===== src/rtl/dmem_arb_pkg.sv =====
// Shared types and sizing helpers for the data-memory port arbiter.
package dmem_arb_pkg;

  typedef enum logic {
    ARB,
    EXT_LOCK
  } fsm_e;

  typedef enum logic [1:0] {
    RD_NONE,
    RD_CPU,
    RD_EXT
  } rd_owner_e;

  // Width of the starvation counter; at least one bit so MAX_WAIT=0 still elaborates.
  function automatic int unsigned wait_cnt_w(input int unsigned max_wait);
    return (max_wait == 0) ? 1 : $clog2(max_wait + 1);
  endfunction

endpackage


===== src/rtl/dmem_arb_grant.sv =====
// Combinational priority/grant logic for the data-memory port arbiter.
import dmem_arb_pkg::*;

module dmem_arb_grant #(
  parameter int unsigned MAX_WAIT = 4,
  parameter int unsigned CNT_W    = wait_cnt_w(MAX_WAIT)
) (
  input  logic             i_rst,
  input  fsm_e             i_state,
  input  logic [CNT_W-1:0] i_wait_cnt,
  input  logic             i_cpu_req,
  input  logic             i_ext_req,
  output logic             o_cpu_gnt,
  output logic             o_ext_gnt
);

  localparam logic [CNT_W-1:0] MAX_CNT = CNT_W'(MAX_WAIT);

  logic w_ext_wins;

  // Ext wins when alone, when locked, or once it has waited MAX_WAIT cycles; CPU otherwise.
  always_comb begin
    o_cpu_gnt  = 1'b0;
    o_ext_gnt  = 1'b0;
    w_ext_wins = i_ext_req &&
                 (!i_cpu_req || (i_state == EXT_LOCK) || (i_wait_cnt == MAX_CNT));
    if (!i_rst) begin
      if (w_ext_wins)     o_ext_gnt = 1'b1;
      else if (i_cpu_req) o_cpu_gnt = 1'b1;
    end
  end

endmodule


===== src/rtl/dmem_port_arbiter.sv =====
// Shares the data sram port between the CPU MEM stage and an external master.
// Optional performance counters are built when DMEM_ARB_PERF_EN is defined.
import dmem_arb_pkg::*;

module dmem_port_arbiter #(
  parameter int unsigned ADDR_W   = 64,
  parameter int unsigned DATA_W   = 64,
  parameter int unsigned MAX_WAIT = 4
) (
  input  logic              clk,
  input  logic              rst,
  input  logic              cpu_req,
  input  logic              cpu_wen,
  input  logic [ADDR_W-1:0] cpu_addr,
  input  logic [DATA_W-1:0] cpu_wdata,
  output logic              cpu_gnt,
  output logic              cpu_stall,
  output logic              cpu_rvalid,
  output logic [DATA_W-1:0] cpu_rdata,
  input  logic              ext_req,
  input  logic              ext_wen,
  input  logic [ADDR_W-1:0] ext_addr,
  input  logic [DATA_W-1:0] ext_wdata,
  input  logic              ext_lock,
  output logic              ext_gnt,
  output logic              ext_rvalid,
  output logic [DATA_W-1:0] ext_rdata,
  output logic [ADDR_W-1:0] mem_addr,
  output logic              mem_wen,
  output logic              mem_ren,
  output logic [DATA_W-1:0] mem_wdata,
  input  logic [DATA_W-1:0] mem_rdata
`ifdef DMEM_ARB_PERF_EN
  ,
  output logic [31:0]       perf_stall_cnt,
  output logic [31:0]       perf_conflict_cnt
`endif
);

  localparam int unsigned      CNT_W   = wait_cnt_w(MAX_WAIT);
  localparam logic [CNT_W-1:0] MAX_CNT = CNT_W'(MAX_WAIT);

  fsm_e             r_state;
  logic [CNT_W-1:0] r_wait_cnt;
  rd_owner_e        r_rd_owner;

  dmem_arb_grant #(
    .MAX_WAIT (MAX_WAIT),
    .CNT_W    (CNT_W)
  ) u_grant (
    .i_rst      (rst),
    .i_state    (r_state),
    .i_wait_cnt (r_wait_cnt),
    .i_cpu_req  (cpu_req),
    .i_ext_req  (ext_req),
    .o_cpu_gnt  (cpu_gnt),
    .o_ext_gnt  (ext_gnt)
  );

  assign cpu_stall = cpu_req & ~cpu_gnt;

  // Route the granted requester's fields to the sram; CPU fields when idle.
  always_comb begin
    mem_addr  = cpu_addr;
    mem_wdata = cpu_wdata;
    mem_wen   = cpu_gnt & cpu_wen;
    mem_ren   = cpu_gnt & ~cpu_wen;
    if (ext_gnt) begin
      mem_addr  = ext_addr;
      mem_wdata = ext_wdata;
      mem_wen   = ext_wen;
      mem_ren   = ~ext_wen;
    end
  end

  // Lock FSM, starvation counter and read-return owner.
  always_ff @(posedge clk) begin
    if (rst) begin
      r_state    <= ARB;
      r_wait_cnt <= '0;
      r_rd_owner <= RD_NONE;
    end else begin
      case (r_state)
        ARB:      if (ext_gnt && ext_lock) r_state <= EXT_LOCK;
        EXT_LOCK: if ((ext_gnt && !ext_lock) || !ext_req) r_state <= ARB;
        default:  r_state <= ARB;
      endcase

      if (!ext_req || ext_gnt)      r_wait_cnt <= '0;
      else if (r_wait_cnt != MAX_CNT) r_wait_cnt <= r_wait_cnt + 1'b1;

      if (cpu_gnt && !cpu_wen)      r_rd_owner <= RD_CPU;
      else if (ext_gnt && !ext_wen) r_rd_owner <= RD_EXT;
      else                          r_rd_owner <= RD_NONE;
    end
  end

  // Gated by rst so a read pending across reset is dropped immediately.
  assign cpu_rvalid = ~rst & (r_rd_owner == RD_CPU);
  assign ext_rvalid = ~rst & (r_rd_owner == RD_EXT);
  assign cpu_rdata  = mem_rdata;
  assign ext_rdata  = mem_rdata;

`ifdef DMEM_ARB_PERF_EN
  logic [31:0] r_perf_stall;
  logic [31:0] r_perf_conflict;

  // Saturating event counters.
  always_ff @(posedge clk) begin
    if (rst) begin
      r_perf_stall    <= '0;
      r_perf_conflict <= '0;
    end else begin
      if (cpu_stall && (r_perf_stall != '1))
        r_perf_stall <= r_perf_stall + 32'd1;
      if (cpu_req && ext_req && (r_perf_conflict != '1))
        r_perf_conflict <= r_perf_conflict + 32'd1;
    end
  end

  assign perf_stall_cnt    = r_perf_stall;
  assign perf_conflict_cnt = r_perf_conflict;
`endif

endmodule


===== config.mk =====
export PLATFORM = sky130hd
export DESIGN_NAME = dmem_port_arbiter
export DESIGN_NICKNAME = d
export VERILOG_FILES = /design/src/rtl/dmem_arb_pkg.sv /design/src/rtl/dmem_arb_grant.sv /design/src/rtl/dmem_port_arbiter.sv
export SDC_FILE = /design/constraint.sdc
export NUM_CORES = 1
export LEC_CHECK = 0
export ABC_CLOCK_PERIOD_IN_PS = 2300
export CORE_AREA = 2 2 232 234
export CTS_CLUSTER_DIAMETER = 40
export DETAILED_ROUTE_END_ITERATION = 8
export DIE_AREA = 0 0 234 236
export SLEW_MARGIN = 20
export SYNTH_ARGS = -nofsm -noshare
export SYNTH_HDL_FRONTEND = slang
export SYNTH_SLANG_ARGS = --single-unit

===== constraint.sdc =====
create_clock -name clk -period 2.3 [get_ports clk]
set_input_delay 0.46 -clock clk [delete_from_list [all_inputs] [get_ports clk]]
set_output_delay 0.46 -clock clk [all_outputs]
set_load 0.005 [all_outputs]

==> results by group <==
Placed design
  • Placed Cells: 1,272
  • # port buffers: 397
  • Worst slack, placed: -0.743 ns
  • GPL Wtd Cong: 0.710
  • Dpl hpwl: 16,600 um

Detailed routing
  • Pre-antenna DRT Iters: 4
  • DRT iter0 DRCs: 66
  • Vias: 3,614
  • Total Wirelength: 21,000 um
  • # DRC: 0
  • Via density: 2.71
  • Per-cell routed wire length: 15.8 um
  • Antenna-violating nets left: 0

Pwr
  • Sw Ratio: 25.5%
  • Power per Cell Area: 221 nW/um^2
  • Combinational Power Share: 77.7%
  • Sw Pwr: 448 uW
  • Peak supply drop: 0.214 mV
  • Clock power share: 16.1%
  • Lkg Pwr: 0.00349 uW
  • Flop pwr share: 6.2%
  • Tot Pwr: 1760 uW
  • Internal: 1310 uW

Clocking
  • Worst skew pair latency: 0.23 ns
  • CTS buffer count: 3
  • CTS tree: built
  • Clock root buffer: clkbuf_16
  • H-tree depth: 1
  • Clock transition at path regs: 0.03 ns
  • Clock tree buffer depth: 2
  • Sink Count: 6

Status
  • Failing checks: negative setup slack
  • Status: finished, violations left

Yosys
  • Avg Cell Area, Syn: 10.4 sq um
  • Yosys reg bits: 6
  • Synth top area cells: mux2_4 41%, buf_4 31%, mux2_2 15%, dfxtp_1 3.8%, buf_6 3.2%
  • Syn Std Cell Area: 3160 sq um
  • Yosys top cell by area: mux2_4
  • Syn Inst Count: 305
  • Predominant post-synthesis flop cell: dfxtp_1
  • Post-synthesis cell type count: 22
  • Mapped Nets: 634
  • Post-synth EDFFs: 0
  • Ys Warns: 0
  • Yosys top cell area share: 41.4%
  • Part of the Yosys area used for sequential elements: 3.80%
  • FFs w/ async S/R, synth: 0%

Die
  • Full die area: 55,200 sq um
  • Rows: 85
  • Initial Util: 5.95%
  • Io pins: 590
  • DIE WIDTH: 234 um
  • CORE AREA: 53,100 sq um
  • Die extent in y: 236 um

Setup path
  • WP data required: 1.84 ns
  • Largest stage delay, worst path: 0.36 ns
  • Startpoint types: flop
  • Reg2reg start: r_wait_cnt[0]
  • CP Buf/Inv Count: 6
  • Top delay family on crit path: buffers and inverters
  • CP Cell Sequence: inv_2, ha_4, a21oi_4, a211o_4, buf_12, buf_12, buf_6, buf_6, mux2_4, buf_6
  • Max Fanout on Critical Path: 6
  • Most used cell, CP: buf_6
  • Critical path arrival: 2.13 ns
  • Critical path type: flop to output pin
  • CP Capture Type: output pin
  • CP max-delay cell: a211o_4
  • Crit path launch: r_wait_cnt[0]

Hold path
  • Hold_sp: r_state
  • Worst hold path type: flop to flop

GRT
  • All-layer global routing usage: 6.63%
  • Largest net degree at the start of global routing: 18
  • Antenna violations before repair: 7
  • Remaining Overflow, GRT: 0
  • First-pass GRT wire length: 25,900 um
  • Vias in the first global route: 3,833

Cells and area
  • Multi-input gate area: 2010 sq um
  • Share of layout cells above drive strength 1: 55.0%
  • Final Instance Count excl. Fillers: 1,334
  • Most frequent cells in the layout: 262 x clkdlybuf4s50_1, 108 x buf_6, 95 x mux2_4
  • Commonest non-fill, non-tap cell in the layout: clkdlybuf4s50_1
  • Fillcell total: 5,935
  • Final nets: 967
  • Area Growth Syn to Fin: 152%
  • Seq. cell area: 123 sq um

Timing
  • Rel. slew slack: 75.0%
  • Final hold viol count: 0
  • Fin crit period: 2.59 ns
  • Final Cycle Share: 113%
  • RSZ-0062 raised after global routing: true
  • Fmax: 0.386 GHz
  • Final Max Slew Viols: 0
  • Final TNS setup: -24.11 ns
  • Least-Margin Pin Slew: 0.366 ns
  • Final setup fails: 132
  • Final Worst Setup Slack: -0.293 ns
  • Clock skew: 0.000732 ns

Run
  • Max cap viols: 0
## metrics by stage
stage                     util [%]  hold WS [ns]  instance area [sq um]
after floorplan                  -         0.417                   3160
after CTS                     15.0         0.492                   7970
after global routing          15.0         0.513                   7960
after global placement        13.3         0.455                   7040
after detailed placement      13.3         0.450                   7040
final                         15.0         0.493                   7960
## Yosys cell counts (2+ instances only)
| cell | count |
|---|---|
| inv_1 | 6 |
| nand2_1 | 2 |
| buf_6 | 9 |
| nor3b_1 | 2 |
| dfxtp_1 | 6 |
| buf_4 | 129 |
| mux2_2 | 41 |
| and2_1 | 2 |
| nor2_1 | 5 |
| mux2_4 | 87 |
| ha_1 | 2 |
| buf_2 | 4 |
## worst register-to-register path: cells and delay by family (launching register included)
kind | cells | cell delay, ns
AO/OA/AOI/OAI | 2 | 0.48
adder cells (fa/ha/maj) | 1 | 0.16
buffers and inverters | 6 | 0.60
flip-flops | 1 | 0.32
AND/OR/NAND/NOR | 1 | 0.11
## layer usage
layer | up-vias | track usage, % | share of wire (%)
li1 | 1586 | - | -
met1 | 1564 | 6.46 | 33
met2 | 444 | 11.0 | 46
met3 | 18 | 5.08 | 20
met4 | 2 | 1.52 | 1.3
met5 | - | 0 | 0.062
## flip-flops by register name, indices dropped and copies added, names as in the netlist
name and cells:
r_rd_owner 2, r_wait_cnt 3, r_state 1
## logic make-up after synthesis
kind of cell / after synthesis / share of synthesized area [%]
AOI/OAI and AO/OA: 6 / 1.47
adders and majority gates: 2 / 0.793
buffers and inverters: 149 / 35.7
DFF: 6 / 3.81
muxes: 128 / 56.0
and+or+nand+nor: 14 / 2.22
## worst paths after layout
| check | to | slack, ns | cells past startpoint |
|---|---|---|---|
| max reg2reg | r_state | 0.57 | 10 |
| min | r_wait_cnt[1] | 0.49 | 1 |
| min reg2reg | r_wait_cnt[1] | 0.49 | 1 |
| max | mem_wdata[56] | -0.29 | 10 |
## final cells by class
type,instances,share of cell area [%]
well taps,696,10.9
diodes,2,0.0629
multi-input cells,151,25.2
flip-flops and latches,6,1.54
inverters,6,0.314
clock buffers,3,0.943
repair buffers,470,61.0
## power groups by stage
| stage | logic, uW | registers (uW) | clock network (uW) |
|---|---|---|---|
| after detailed placement | 1230 | 110 | 0 |
| after global placement | 1230 | 110 | 0 |
| after global routing | 1460 | 110 | 295 |
| after CTS | 1370 | 109 | 286 |
| final | 1360 | 110 | 283 |
| after floorplan | 529 | 110 | 0 |
## what timing repair did
| item | CTS | global route |
|---|---|---|
| gates resized for setup | 574 | 78 |
| setup buffers | 48 | 12 |
| hold buffers | 0 | 0 |
| cloned | 8 | 2 |
| pin swaps | 5 | 6 |
| endpoints found under the setup margin | 133 | 133 |
(Power assumes the default switching activity.)
